$ cat config.mk
export PLATFORM = sky130hd
export DESIGN_NAME = piso_serializer
export DESIGN_NICKNAME = d
export VERILOG_FILES = /design/src/rtl/piso_serializer_pkg.sv /design/src/rtl/piso_serializer.sv
export SDC_FILE = /design/constraint.sdc
export NUM_CORES = 1
export LEC_CHECK = 0
export CORE_AREA = 2 2 39 41
export DETAILED_ROUTE_END_ITERATION = 10
export DIE_AREA = 0 0 41 43
export DONT_BUFFER_PORTS = 1
export PLACE_DENSITY = 0.6
export SLEW_MARGIN = 40
export SYNTH_ARGS = -nofsm -noshare
export SYNTH_HDL_FRONTEND = slang
export SYNTH_SLANG_ARGS = --single-unit
export TNS_END_PERCENT = 1
$ cat constraint.sdc
create_clock -name clk -period 3.6 [get_ports clk]
set_input_delay 0.54 -clock clk [delete_from_list [all_inputs] [get_ports clk]]
set_output_delay 0.54 -clock clk [all_outputs]
set_load 0.01 [all_outputs]
$ cat src/rtl/piso_serializer_pkg.sv
// rtl/piso_serializer_pkg.sv - shared state encoding, bit-order constants and counter sizing for piso/sipo
package piso_serializer_pkg;

  typedef enum logic {
    IDLE  = 1'b0,
    SHIFT = 1'b1
  } state_e;

  // Legacy-style state constants, tied to the enum encoding.
  localparam logic [0:0] ST_IDLE  = 1'(IDLE);
  localparam logic [0:0] ST_SHIFT = 1'(SHIFT);

  // Bit-order selectors shared with the sipo side.
  localparam bit ORDER_MSB_FIRST = 1'b1;
  localparam bit ORDER_LSB_FIRST = 1'b0;

  // Bit counter width: $clog2(WIDTH), never narrower than one bit.
  function automatic int cnt_width(input int width);
    return (width > 2) ? $clog2(width) : 1;
  endfunction

endpackage

$ cat src/rtl/piso_serializer.sv
// rtl/piso_serializer.sv - parallel-in/serial-out stage feeding the sipo deserializer
module piso_serializer
  import piso_serializer_pkg::*;
#(
  parameter int WIDTH     = 8,
  parameter bit MSB_FIRST = ORDER_MSB_FIRST
) (
  input  logic             clk,
  input  logic             rst,
  input  logic             load_valid,
  input  logic [WIDTH-1:0] load_data,
  output logic             load_ready,
  input  logic             tx_ready,
  output logic             serial_out,
  output logic             shift_en,
  output logic             busy,
  output logic             frame_done
);

  localparam int              CNT_W    = cnt_width(WIDTH);
  localparam logic [CNT_W-1:0] CNT_LAST = CNT_W'(WIDTH - 1);

  logic [0:0]       state;
  logic [WIDTH-1:0] shreg;
  logic [WIDTH-1:0] shreg_next;
  logic [CNT_W-1:0] cnt;
  logic             frame_done_r;
  logic             last_bit;
  logic             accept;

  // A bit is taken only while a word is in flight and downstream is not stalling.
  assign shift_en   = (state == ST_SHIFT) && tx_ready;
  assign last_bit   = shift_en && (cnt == CNT_LAST);
  // Ready on the last-bit cycle too, so consecutive words stream with no gap.
  assign load_ready = (state == ST_IDLE) || last_bit;
  assign accept     = load_valid && load_ready;
  assign serial_out = MSB_FIRST ? shreg[WIDTH-1] : shreg[0];
  assign busy       = (state == ST_SHIFT);
  assign frame_done = frame_done_r;

  // Shift register moved one place toward the transmit end with zero fill.
  always_comb begin
    shreg_next = '0;
    if (MSB_FIRST) begin
      shreg_next = {shreg[WIDTH-2:0], 1'b0};
    end else begin
      shreg_next = {1'b0, shreg[WIDTH-1:1]};
    end
  end

  // Word capture, per-bit shifting, stall hold and end-of-frame pulse.
  always_ff @(posedge clk or negedge rst) begin
    if (!rst) begin
      state        <= ST_IDLE;
      shreg        <= '0;
      cnt          <= '0;
      frame_done_r <= 1'b0;
    end else begin
      frame_done_r <= last_bit;
      if (accept) begin
        shreg <= load_data;
        cnt   <= '0;
        state <= ST_SHIFT;
      end else if (shift_en) begin
        shreg <= shreg_next;
        if (cnt == CNT_LAST) begin
          cnt   <= '0;
          state <= ST_IDLE;
        end else begin
          cnt <= cnt + CNT_W'(1);
        end
      end
    end
  end

endmodule

==> out/summary.md, run 1 <==
The flow ran to the end, and the final reports show no timing, DRC or antenna violations. For the sum of internal, switching and leakage power, the log shows 0.433 mW. The number of rows in the core area is 14, and the sum of buffers and inverters on the critical path is 0. The tools report the post-route antenna net violation count as 0. Once layout is complete, the utilization of the core stands at 47.1%. Summed over all failing endpoints, the final setup total negative slack is 0 ns. The first detailed-routing pass took 2 iterations.

After Yosys synthesis, full adders, half adders and majority gates account for 4.02% of the synthesized area. STA classifies the critical path startpoint as a register. The startpoint of the lowest-slack register-to-register path is cnt[0]$_DFFE_PN0P_. The floorplan die area came out at 1760 um2.

The run gives 0 as the number of max-slew violations in the final report. The area of the mapped netlist is 622 um2, and the height of the die is 43 um. The largest single stage delay on the critical path is 0.40 ns.

The tools report the number of nets produced by synthesis as 72. The layout has 140 filler cells. The leakage power figure was 0.321 nW; the final routed DRC violation total was 0. The all-layer global routing usage was 14.9%. The clock tree skew after final layout is 0.00135 ns, and the share of final-layout standard cells stronger than drive strength 1 is 10.2%. The tools report the beginning of the worst hold path as load_valid.

The floorplan step defined a core boundary enclosing 1380 um2. The total power density per cell area works out to 664 nW/um2. The synthesized-area fraction occupied by ao, oa, aoi and oai cells was 10.9%. For the number of clock sinks seen by CTS, the log shows 13. Routability-driven placement finished with a final weighted congestion of 0.624.

The final layout contains routed wiring with a total length of 1010 um. The post-route clock period utilization works out to 54.7%. The largest fanout on the critical path was 11; the proportion of synthesized area in mux cells was 12.9%. The initial standard-cell utilization of the core was 44.9%; the buffers inserted during post-CTS setup optimization was 0. Leaving out fill and tap cells, the most frequent cells in the layout are 13 x sky130_fd_sc_hd__dfrtp_1, 10 x sky130_fd_sc_hd__nand3_1, 8 x sky130_fd_sc_hd__mux2i_1. Setup violations remaining at the end of the flow were counted as 0.

Of the total synthesized cell area, the portion taken by XOR and XNOR cells is 0%. Measured against its own limit, the worst slew margin works out to 63.0%. At the end of the flow, the number of nets in the layout was 74. The sort of element at the end of the critical path is an output port. The mean instance size in the synthesized netlist was 10.7 um2; the largest buffer count on any clock path was 2.

The violation count after the first detailed-route iteration is 5. By area the synthesized netlist is led by sky130_fd_sc_hd__dfrtp_1 52%, sky130_fd_sc_hd__mux2i_1 13%, sky130_fd_sc_hd__nand3_1 8.0%, sky130_fd_sc_hd__ha_1 4.0%, sky130_fd_sc_hd__o21ai_1 4.0%. The top cell type by area accounts for 52.3% of the synthesized area.

The count of distinct cell types in the synthesized netlist was 17. The class of the most critical hold timing path is in2reg. The worst slack after detailed placement is 1.90 ns.

The critical path goes through ha_1 -> ha_1 -> a21bo_1. The routed length per instance was 13.5 um. The cell sitting at the root of the clock tree is a sky130_fd_sc_hd__clkbuf_4. Tracing the worst setup path back leads to its startpoint at cnt[0]$_DFFE_PN0P_. The initial antenna violation count is 0, and the number of violations of the max-capacitance limit is 0.

The average vias per placed instance came out at 5.60. The count of final hold-check violations came out at 0. Clock tree synthesis inserted a total of 3 buffers.

Setup repair after global routing left no endpoint under its margin. The number of gates resized after cts was 0. From synthesis to final layout, the design area changed by 4.83%.

Synthesis inferred 13 register bits. The clock period minus worst slack was 1.97 ns. The post-cts hold buffer count was 1; the peak clock frequency supported by timing was 508 MHz.

After global routing the overflow that remains totals 0. Data arrives at the worst endpoint at 1.43 ns. Synthesis produced 58 cells.

At the pin with the least slew margin, the transition time is 0.553 ns. Peak supply drop: 219 uV. The number of warnings printed during yosys synthesis was 0.

The via count of the first global-routing pass is 401, and the simple logic cell fraction of the synthesized area is 15.1%. After synthesis, the largest family of logic cells by area is simple AND/OR/NAND/NOR gates. Cell family with the largest share of critical-path delay: flip-flops.

The critical path start-end classification is reg2out. The floorplan step set the die width to 41 um. During placement, the flow inserted port buffers numbering 0. The repair_antennas step left the layout with diodes totalling 0. Clock-pin slew was measured on the worst setup and hold paths at 0.08 ns. sky130_fd_sc_hd__dfrtp_1 takes more of the synthesized area than any other cell.

The library cell used most frequently in the layout, excluding fill and tap cells, is sky130_fd_sc_hd__dfrtp_1. The critical path data required time is 3.06 ns. The largest net degree at the start of global routing is 14, and the number of top-level pins is 17. TritonCTS built the clock tree. For the setup slack after layout, the log shows 1.63 ns. The slowest stage of the critical path belongs to the cell sky130_fd_sc_hd__dfrtp_1.

Counting stages on the worst path, the most repeated cell is sky130_fd_sc_hd__ha_1. For the worst-skew pair, the clock arrives at the later sink with an insertion delay of 0.27 ns. The sequential share of the synthesized area was 52.3%. The half-perimeter wire length after detailed placement was 726 um; the total vias in the final route was 420. The H-tree depth was 1. The first global-routing pass estimated 1690 um of wire.
[Yosys cell counts]
master,count
sky130_fd_sc_hd__buf_6,1
sky130_fd_sc_hd__mux2i_1,8
sky130_fd_sc_hd__dfrtp_1,13
sky130_fd_sc_hd__a21oi_1,2
sky130_fd_sc_hd__a21bo_1,1
sky130_fd_sc_hd__o21ai_1,5
sky130_fd_sc_hd__nand2b_1,1
sky130_fd_sc_hd__o21ai_2,2
sky130_fd_sc_hd__nand2_1,4
sky130_fd_sc_hd__o21ai_0,1
sky130_fd_sc_hd__inv_1,1
sky130_fd_sc_hd__buf_2,3
sky130_fd_sc_hd__nand3_1,10
sky130_fd_sc_hd__and2_4,1
sky130_fd_sc_hd__ha_1,2
sky130_fd_sc_hd__nor2_1,2
sky130_fd_sc_hd__and3_1,1
[power breakdown]
group	total, mW	internal [mW]	switching, mW
combinational	0.114	0.0540	0.0601
sequential	0.231	0.198	0.0330
clock	0.0876	0.0429	0.0447
total	0.433	0.295	0.138
[worst paths after layout]
path                       slack [ns]              endpoint  cells after the start
max                              1.63            load_ready                      3
min                              0.38      busy$_DFFE_PN0P_                      1
max reg2reg                      1.90  shreg[7]$_DFFE_PN0P_                      5
min reg2reg                      0.53  shreg[0]$_DFFE_PN0P_                      2
max in group asynchronous        2.54  shreg[3]$_DFFE_PN0P_                      1
min in group asynchronous        0.69  frame_done$_DFF_PN0_                      1
[logic make-up after synthesis]
kind of cell / Yosys count
and+or+nand+nor: 19
DFF: 13
AOI/OAI and AO/OA: 11
muxes: 8
buffers and inverters: 5
adders and majority gates: 2
[cell type report]
class	instances	area, um2	share of cell area (%)
Sequential cell	13	325	49.9
Inverter	1	3.75	0.576
Timing Repair Buffer	1	10.0	1.54
Tap cell	16	20.0	3.07
Clock buffer	4	26.3	4.03
Multi-Input combinational cell	40	267	40.9
[state kept, by name (all words and copies together) (netlist names)]
| name | cells |
|---|---|
| shreg | 8 |
| busy | 1 |
| frame_done | 1 |
| cnt | 3 |
[per-stage QoR]
stage | instances | cell area [um2] | hold WS, ns
after CTS | 75 | 652 | 0.366
after global routing | 75 | 652 | 0.365
final | 75 | 652 | 0.376
after global placement | 70 | 616 | 0.245
after detailed placement | 70 | 616 | 0.245
after floorplan | 58 | 622 | 0.244
[metal layers]
layer  global-route usage, %  share of wire, %  vias up
met3                    5.24               5.6        2
li1                        -                 -      208
met5                       0                 0        -
met2                    21.3                49        9
met4                    10.0              0.89        0
met1                    17.9                44      201
(Power assumes the default switching activity.)
==> run 2: changes to the inputs <==
Settings changed: PLACE_DENSITY 0.6 to 0.63.
Clock period 3.6 ns to 1.8 ns, I/O delays scaled along.
==> out/summary.md, run 2 (same netlist as run 1, synthesis figures left out) <==
The run finished with clean final reports. More flip-flops sit in one register than any other, and that register is shreg. The largest fanout on the critical path was 7. The total power density per cell area was 1310 nW/um2.

Setup repair after global routing left no endpoint under its margin. Data on the critical path is required at its endpoint by 1.53 ns. Largest buffer count on any clock path: 2. The clock net in this run drives a total of 13 sinks. The most frequent standard cell in the layout excluding fill and tap cells was sky130_fd_sc_hd__dfrtp_1.

The largest net degree at the start of global routing is 14. The hold-critical path depth was 1. Counting the fill cells in the layout gives 137.

The critical path goes through ha_1 -> ha_2 -> a21bo_4 -> buf_4. Global routing used 15.2% of the available tracks. In this design, the stage delay of the slowest critical-path cell is 0.40 ns. In the layout the commonest cells are 13 x sky130_fd_sc_hd__dfrtp_1, 10 x sky130_fd_sc_hd__nand3_1, 8 x sky130_fd_sc_hd__mux2i_1.

Dividing the final minimum period by the clock period gives 96.0%. The pin slew with the least headroom to its limit is 0.586 ns, and the routed length per instance is 14.1 um. The tools report the number of max-slew violations in the final report as 0. The slowest stage of the critical path belongs to the cell sky130_fd_sc_hd__dfrtp_1. The peak supply drop was 568 uV; the flip-flop count of the largest register, all copies and words added was 8. The kind of launch point of the worst setup path was a register.

The total negative slack is 0 ns, and the number of rows in the core area is 14. The tools report the final routed DRC violation total as 0. The tools report the count of final hold-check violations as 0.

The die outline width is 41 um. The initial antenna violation count was 0; the insertion delay to the later sink of the worst-skew pair was 0.27 ns. The clock arrives with 0.00418 ns of skew. The relative max-transition margin is 60.8%, and the clock-pin slew reported for the worst setup and hold paths after clock tree synthesis is 0.08 ns.

TritonCTS built the clock tree. Summed over all nets, the half-perimeter wirelength after detailed placement is 787 um. The buffer type at the clock tree root is sky130_fd_sc_hd__clkbuf_4. The largest registers in the layout are shreg: 8 flops, cnt: 3 flops.

The number of cells on the worst reg-to-reg path is 5. The post-route antenna net violation count was 0. The worst setup path is captured at an output port.

The share of final-layout standard cells stronger than drive strength 1 was 16.4%; the number of violations of the max-capacitance limit was 0. In the final layout, the multi-input gates occupy 275 um2. The setup check on the worst reg-to-reg path leaves a slack of 0.33 ns. After floorplanning, the core was sized to cover 1380 um2. The final route contains 412 vias. The number of top-level pins is 17, and the height of the die is 43 um. The final-stage net count is 76. For this block, the initial DRC count from the detailed router was 5. The first TritonRoute pass finished after 4 iterations. The average vias per placed instance came out at 5.35. The initial utilization of the core area, before any placement, comes to 44.9%. Clock period minus worst slack: 1.73 ns. The run gives 3 as the total CTS buffers.

The final setup violation count is 0, and the global-route wire length before repair is 1770 um. The critical path in this run is classified as reg2out. In this run the worst hold path is classified as in2reg. For this run, the top clock speed supported by timing is 578 MHz. The total overflow left after global routing is 0. In the final layout, flip-flops and latches occupy 325 um2. 0 antenna diodes ended up in the layout.

The floorplan step defined a die boundary enclosing 1760 um2. Summed over all layers, the routed wires come to 1090 um. The design draws 0.887 mW. The via count of the first global-routing pass was 412. For this design the static power due to leakage is 0.325 nW.

The H-tree depth is 1. The global placement routability congestion came out at 0.711. In this run the tool buffered the top-level ports with 0 buffer cells.

Relative to the synthesized area, the layout overhead comes to 8.65%. Data arrives at the worst endpoint at 1.46 ns.
run 2: metrics by stage:
step	hold WS (ns)	util [%]	setup WS, ns	cells	area [um2]
global route	0.119	48.8	0.0166	77	676
global placement	-0.0254	45.6	0.320	72	631
detailed placement	-0.0254	45.6	0.254	72	631
floorplan	-0.0256	-	0.390	58	622
CTS	0.102	48.2	0.00136	77	667
finish	0.109	48.8	0.0713	77	676
run 2: final cells by class:
cell class | count | share of cell area [%]
well taps | 16 | 2.96
inverters | 1 | 0.556
flip-flops and latches | 13 | 48.1
multi-input cells | 40 | 40.7
clock buffers | 4 | 3.89
repair buffers | 3 | 3.70
run 2: per-layer routing:
metal | global-route usage [%] | up-vias | part of all wire [%]
met5 | 0 | - | 0
met4 | 6.00 | 0 | 0.92
met3 | 6.81 | 2 | 6.0
met2 | 20.9 | 10 | 47
met1 | 20.1 | 189 | 46
li1 | - | 211 | -
run 2: worst max-delay path, delay by kind of cell (launching register included):
kind / cells / cell delay [ns]
AO/OA/AOI/OAI: 1 / 0.24
adder cells (fa/ha/maj): 2 / 0.40
flip-flops: 1 / 0.40
buffers and inverters: 1 / 0.16
run 2: timing repair:
| action | 4_1_cts | 5_1_grt |
|---|---|---|
| endpoints found under the hold margin | 13 | 0 |
| gates cloned | 0 | 0 |
| hold buffers | 1 | 0 |
| pin swaps | 0 | 1 |
| resized for setup | 1 | 2 |
| setup buffers | 0 | 0 |
| setup endpoints to repair | 1 | 1 |
run 2: where the power goes:
part	internal, mW	total (mW)	switching, mW
Combinational	0.123	0.246	0.123
Clock	0.0856	0.176	0.0907
Sequential	0.396	0.465	0.0681
Total	0.605	0.887	0.282
run 2: path summary, 6_finish.rpt:
path,startpoint,endpoint
hold / removal,load_valid,busy$_DFFE_PN0P_
setup / recovery,cnt[0]$_DFFE_PN0P_,load_ready
hold reg to reg,shreg[0]$_DFFE_PN0P_,shreg[0]$_DFFE_PN0P_
max in group asynchronous,rst,shreg[0]$_DFFE_PN0P_
setup reg to reg,cnt[0]$_DFFE_PN0P_,shreg[7]$_DFFE_PN0P_
min in group asynchronous,rst,shreg[4]$_DFFE_PN0P_
